[config.mk]
export PLATFORM = sky130hd
export DESIGN_NAME = alu_seq_ctrl
export DESIGN_NICKNAME = d
export VERILOG_FILES = /design/src/rtl/alu_seq_pkg.sv /design/src/rtl/alu_seq_addsub.sv /design/src/rtl/alu_seq_ctrl.sv
export SDC_FILE = /design/constraint.sdc
export NUM_CORES = 1
export LEC_CHECK = 0
export ABC_AREA = 1
export BUFFER_PORTS_ARGS = -buffer_cell sky130_fd_sc_hd__buf_2
export CAP_MARGIN = 5
export CORE_MARGIN = 5
export CORE_UTILIZATION = 54
export CTS_CLUSTER_DIAMETER = 120
export DETAILED_ROUTE_END_ITERATION = 12
export GPL_TIMING_DRIVEN = 0
export MAX_ROUTING_LAYER = met4
export PLACE_DENSITY = 0.8
export SYNTH_ARGS = -nofsm -noshare
export SYNTH_HDL_FRONTEND = slang
export SYNTH_SLANG_ARGS = --single-unit
[constraint.sdc]
create_clock -name clk -period 3.2 [get_ports clk]
set_input_delay 0.32 -clock clk [delete_from_list [all_inputs] [get_ports clk]]
set_output_delay 0.32 -clock clk [all_outputs]
set_load 0.005 [all_outputs]
[src/rtl/alu_seq_pkg.sv]
// Shared types and constants for the multi-cycle MUL/DIV sequencer.
// Optional signed support is enabled with ALU_SEQ_SIGNED_EN.
package alu_seq_pkg;
    localparam int WIDTH_DEF = 16;
    localparam int CNT_W_DEF = 5;

    localparam logic OP_MUL = 1'b0;
    localparam logic OP_DIV = 1'b1;

    typedef enum logic [1:0] {
        IDLE = 2'd0,
        RUN  = 2'd1,
        FIX  = 2'd2,
        DONE = 2'd3
    } state_t;
endpackage

[src/rtl/alu_seq_addsub.sv]
// Combinational (WIDTH+1)-bit adder/subtractor.
// Shared by the shift-add multiply and restoring divide steps.
module alu_seq_addsub #(
    parameter int WIDTH = 16
) (
    input  logic [WIDTH:0] x,
    input  logic [WIDTH:0] y,
    input  logic           sub,
    output logic [WIDTH:0] sum,
    output logic           cout
);
    logic [WIDTH+1:0] w_full;

    // carry-out on add, borrow-out on subtract
    always_comb begin
        if (sub)
            w_full = {1'b0, x} - {1'b0, y};
        else
            w_full = {1'b0, x} + {1'b0, y};
    end

    assign sum  = w_full[WIDTH:0];
    assign cout = w_full[WIDTH+1];
endmodule

[src/rtl/alu_seq_ctrl.sv]
// Sequencer running 16-step shift-add MUL and restoring DIV.
// Define ALU_SEQ_SIGNED_EN for signed operands (sgn port, FIX state).
module alu_seq_ctrl
    import alu_seq_pkg::*;
#(
    parameter int WIDTH = WIDTH_DEF,
    parameter int CNT_W = CNT_W_DEF
) (
    input  logic             clk,
    input  logic             rst,
    input  logic             start,
    input  logic             op_sel,
`ifdef ALU_SEQ_SIGNED_EN
    input  logic             sgn,
`endif
    input  logic [WIDTH-1:0] a,
    input  logic [WIDTH-1:0] b,
    output logic             busy,
    output logic             done,
    output logic [WIDTH-1:0] res_hi,
    output logic [WIDTH-1:0] res_lo,
    output logic             dbz
);
    localparam logic [CNT_W-1:0] LAST = CNT_W'(WIDTH - 1);

    state_t           r_state;
    logic [CNT_W-1:0] r_cnt;
    logic             r_op;
    logic [WIDTH-1:0] r_opnd;
    logic [WIDTH:0]   r_acc;
    logic [WIDTH-1:0] r_mq;
    logic             r_busy;
    logic             r_done;
    logic             r_dbz;
    logic [WIDTH-1:0] r_hi;
    logic [WIDTH-1:0] r_lo;

    logic [WIDTH:0]   w_x;
    logic [WIDTH:0]   w_y;
    logic             w_sub;
    logic [WIDTH:0]   w_sum;
    logic             w_co;
    logic [WIDTH:0]   w_acc_n;
    logic [WIDTH-1:0] w_mq_n;
    logic [WIDTH-1:0] w_a_ld;
    logic [WIDTH-1:0] w_b_ld;
    logic             w_dz;

`ifdef ALU_SEQ_SIGNED_EN
    logic               r_nq;
    logic               r_nr;
    logic [2*WIDTH-1:0] w_prod;

    // signed mode loads operand magnitudes
    assign w_a_ld = (sgn && a[WIDTH-1]) ? -a : a;
    assign w_b_ld = (sgn && b[WIDTH-1]) ? -b : b;
    assign w_prod = {r_acc[WIDTH-1:0], r_mq};
`else
    assign w_a_ld = a;
    assign w_b_ld = b;
`endif

    assign w_dz = (r_op == OP_DIV) && (r_opnd == '0);

    // operand selection for the shared add/sub step
    always_comb begin
        w_sub = (r_op == OP_DIV);
        if (r_op == OP_DIV) begin
            w_x = {r_acc[WIDTH-1:0], r_mq[WIDTH-1]};
            w_y = {1'b0, r_opnd};
        end else begin
            w_x = r_acc;
            w_y = r_mq[0] ? {1'b0, r_opnd} : '0;
        end
    end

    alu_seq_addsub #(.WIDTH(WIDTH)) u_addsub (
        .x    (w_x),
        .y    (w_y),
        .sub  (w_sub),
        .sum  (w_sum),
        .cout (w_co)
    );

    // next {acc,mq}: shift right after add, or restore/commit after trial subtract
    always_comb begin
        if (r_op == OP_DIV) begin
            w_acc_n = w_co ? w_x : w_sum;
            w_mq_n  = {r_mq[WIDTH-2:0], ~w_co};
        end else begin
            w_acc_n = {1'b0, w_sum[WIDTH:1]};
            w_mq_n  = {w_sum[0], r_mq[WIDTH-1:1]};
        end
    end

    // control FSM with registered outputs
    always_ff @(posedge clk or posedge rst) begin
        if (rst) begin
            r_state <= IDLE;
            r_cnt   <= '0;
            r_op    <= 1'b0;
            r_opnd  <= '0;
            r_acc   <= '0;
            r_mq    <= '0;
            r_busy  <= 1'b0;
            r_done  <= 1'b0;
            r_dbz   <= 1'b0;
            r_hi    <= '0;
            r_lo    <= '0;
`ifdef ALU_SEQ_SIGNED_EN
            r_nq    <= 1'b0;
            r_nr    <= 1'b0;
`endif
        end else begin
            r_done <= 1'b0;
            unique case (r_state)
                IDLE, DONE: begin
                    if (start) begin
                        r_state <= RUN;
                        r_busy  <= 1'b1;
                        r_cnt   <= '0;
                        r_op    <= op_sel;
                        r_acc   <= '0;
                        r_opnd  <= op_sel ? w_b_ld : w_a_ld;
                        r_mq    <= op_sel ? w_a_ld : w_b_ld;
`ifdef ALU_SEQ_SIGNED_EN
                        r_nq    <= sgn & (a[WIDTH-1] ^ b[WIDTH-1]);
                        r_nr    <= sgn & a[WIDTH-1];
`endif
                    end else begin
                        r_state <= IDLE;
                    end
                end
                RUN: begin
                    r_acc <= w_acc_n;
                    r_mq  <= w_mq_n;
                    if (r_cnt == LAST) begin
`ifdef ALU_SEQ_SIGNED_EN
                        r_state <= FIX;
`else
                        r_state <= DONE;
                        r_busy  <= 1'b0;
                        r_done  <= 1'b1;
                        r_dbz   <= w_dz;
                        r_hi    <= w_acc_n[WIDTH-1:0];
                        r_lo    <= w_mq_n;
`endif
                    end else begin
                        r_cnt <= r_cnt + CNT_W'(1);
                    end
                end
`ifdef ALU_SEQ_SIGNED_EN
                FIX: begin
                    r_state <= DONE;
                    r_busy  <= 1'b0;
                    r_done  <= 1'b1;
                    r_dbz   <= w_dz;
                    if (r_op == OP_DIV) begin
                        r_lo <= r_nq ? -r_mq : r_mq;
                        r_hi <= r_nr ? -r_acc[WIDTH-1:0]
                                     : r_acc[WIDTH-1:0];
                    end else begin
                        {r_hi, r_lo} <= r_nq ? -w_prod : w_prod;
                    end
                end
`endif
                default: r_state <= IDLE;
            endcase
        end
    end

    assign busy   = r_busy;
    assign done   = r_done;
    assign dbz    = r_dbz;
    assign res_hi = r_hi;
    assign res_lo = r_lo;
endmodule

==> summary.txt <==
Clocking
  • Root Driver: clkbuf_16
  • Register clock-pin slew on the reported worst setup and hold paths: 0.07 ns
  • Clock sink total: 92
  • CTS Buf Count: 9
  • Clock Path Buffers: 2
  • Clk_lat worst skew: 0.35 ns
  • CTS tree: done
  • H-tree Lvls: 3

Synth
  • Post-synth top cells: nand2_1 (333), dfrtp_1 (92), o21ai_0 (87)
  • Syn Inst Count: 911
  • Post-synthesis mux area share: 0.161%
  • Cell with the most instances after synthesis: nand2_1
  • Xor/xnor share of the synthesized area: 2.83%
  • Mapped Avg Cell Area: 6.80 sq um
  • Simple-gate portion of the synthesized area: 33.3%
  • Main combinational cell family by area after synthesis: simple AND/OR/NAND/NOR gates
  • Post-synthesis adder-cell area fraction: 4.76%
  • Synth Register Bits: 92
  • EDFF count, synth: 0
  • Sequential element share of the synthesized area: 37.1%
  • Dominant synthesized flop cell: dfrtp_1
  • Yosys top cell area share: 37.1%
  • Synth top area cells: dfrtp_1 (37%), nand2_1 (20%), o21ai_0 (7.0%)
  • Compound-cell area share of the yosys netlist: 13.8%
  • Synthesized cell area: 0.00620 sq mm
  • Synth warnings: 0
  • Leading area contributor after synthesis: dfrtp_1
  • Synth async-reset ratio: 100%
  • Synth Net Count: 970
  • Synth unique cells: 39

Global routing
  • GR Overflow Total: 0
  • Vias in the first global route: 6086
  • Met1 usage: 37.7%
  • Global-route wire length before repair: 29.9 mm
  • Largest net degree at the start of global routing: 52
  • Grt met2 use: 45.0%
  • Busiest grt layer: met2
  • Initial antenna violation count: 0
  • Met3 GRT Util: 3.03%
  • GRT Util Overall: 28.9%

Die
  • Chip Height: 117 microns
  • Site row count: 39
  • Die footprint: 0.0137 sq mm
  • Die W: 117 microns
  • Core ar.: 0.0113 sq mm
  • Top Ports: 71
  • Starting density of the core: 54.8%

Final layout
  • Fin nets: 1081
  • Area growth from synthesis to layout: 26.6%
  • Diode count: 0
  • Finished Cell Area: 0.00785 sq mm
  • Final core occ: 69.3%
  • Fill cell count: 931
  • Share of cells above drive strength 1: 24.4%

Worst setup path
  • Critical Path Sink Type: flip-flop
  • CP Max Fanout: 5
  • Worst EP required: 3.43 ns
  • CP Class: flip-flop to flip-flop
  • Startpoint Class: flip-flop
  • Reg2Reg Launch Point: r_op
  • Cell count of the worst reg-to-reg path: 24
  • Arr. time, crit path: 3.46 ns
  • Worst Setup SP: r_op
  • Setup slack, reg-to-reg: -0.02 ns
  • Reg2reg end: r_acc[4]

Run
  • Max_cap viols: 0

Hold path
  • Worst min-delay path class: primary input to async pin

STA
  • Hold slack: 0.0286 ns
  • RSZ-0062 raised after global routing: true
  • Setup TNS: -0.0982 ns
  • Final cycle utilization of the critical path: 101%
  • Worst slew pin tran: 0.554 ns
  • Slew margin rel.: 62.7%
  • Final WS setup: -0.0213 ns
  • Skew final: 0.00660 ns
  • Hold Fails Final Rpt: 0
  • Count of pins over their slew limit: 0
  • Max Fclk: 0.310 GHz
  • Tmin final: 3.22 ns
  • Setup-failing EPs final: 7

Detailed routing
  • Drt pass-1 iters: 5
  • Vias: 6608
  • WL/cell: 16.9 microns
  • First DRT Iteration DRCs: 751
  • Via density: 5.65
  • Drt drc: 0
  • Antenna viol nets, final: 0
  • WL final: 19.7 mm

Run status
  • Status: finished with violations
  • Violated checks: negative setup slack

Placed design
  • Port Buffer Count: 69
  • Placed cell areas: 0.00676 sq mm
  • GP Congestion: 0.935
  • Dpl hpwl: 13.9 mm
how the worst max path moves through the flow:
stage / endpoint / slack (ns) / cells after the start
2_1_floorplan: res_hi[1] / 0.02 / 25
3_3_place_gp: res_hi[1] / -0.66 / 25
3_5_place_dp: res_hi[1] / -0.69 / 25
4_1_cts: res_hi[1] / -0.02 / 26
5_1_grt: res_hi[0] / -0.16 / 22
6_report: r_acc[4] / -0.02 / 24
sequential cells by signal (all words and copies together), names as in the netlist, 2 cells and up:
signal   count
r_mq        16
r_acc       17
res_lo      16
r_opnd      16
r_state      2
r_cnt        5
res_hi      16
metal layers:
metal | up-vias | wire length [microns]
met2 | 291 | 9460
met5 | - | 0
met3 | 83 | 1210
met4 | 0 | 1020
li1 | 3169 | -
met1 | 3065 | 8060
cell families after synthesis:
logic type | Yosys count
fa+ha+maj | 23
buf+inv | 125
xor+xnor | 20
compound gates | 154
flops | 92
mux | 1
simple gates | 496
final cells by class:
type	count	area [sq um]	share of cell area, %
Timing Repair Buffer	101	627	7.99
Multi-Input combinational cell	694	3920	49.9
Buffer	40	208	2.65
Tap cell	143	179	2.28
Clock buffer	9	225	2.87
Clock inverter	7	67.6	0.861
Sequential cell	92	2300	29.3
Inverter	84	323	4.11
per-stage QoR:
step	std cells	setup slack, ns
after global placement	1123	-0.657
after detailed placement	1124	-0.692
final	1170	-0.0213
after floorplan	911	0.0187
after CTS	1154	-0.0188
after global routing	1170	-0.164
worst max-delay path, stage by stage (launching register included):
cell     delay [ns]
dfrtp_1        0.43
inv_4          0.07
nand2_8        0.08
nand2_4        0.06
ha_4           0.17
nor2_4         0.10
inv_2          0.07
nand2_4        0.07
inv_1          0.07
o21ai_2        0.11
xor2_2         0.25
ha_2           0.36
nand2_2        0.14
nor2_1         0.07
nand2_1        0.09
nand2_2        0.08
nor2_4         0.15
nand2_4        0.09
nand2_4        0.11
buf_6          0.13
nand3_1        0.10
nand3_1        0.11
nand2_2        0.07
nand2_1        0.06
nand2_1        0.06
repair_timing:
item,in CTS,in global routing
gates cloned,2,1
gates resized for setup,44,103
endpoints found under the setup margin,35,35
setup buffers,13,15
pin swaps,21,49
hold buffers,0,0
placed cells by master, fill, tap and decap left out, types with 11 or more instances in the layout:
cell type,n
nand2_1,304
dfrtp_1,92
o21ai_0,77
inv_1,76
buf_2,76
nand3_1,60
nor2_1,46
buf_4,27
nand3_2,25
nand2_2,23
clkbuf_1,23
a21oi_1,17
o211ai_1,15
ha_1,15
o22ai_1,13
or2_2,12
nand2_4,11
Power is left out: the tool's default activity adds up to more than one toggle a clock period on the data nets, which glitch-free logic cannot reach.
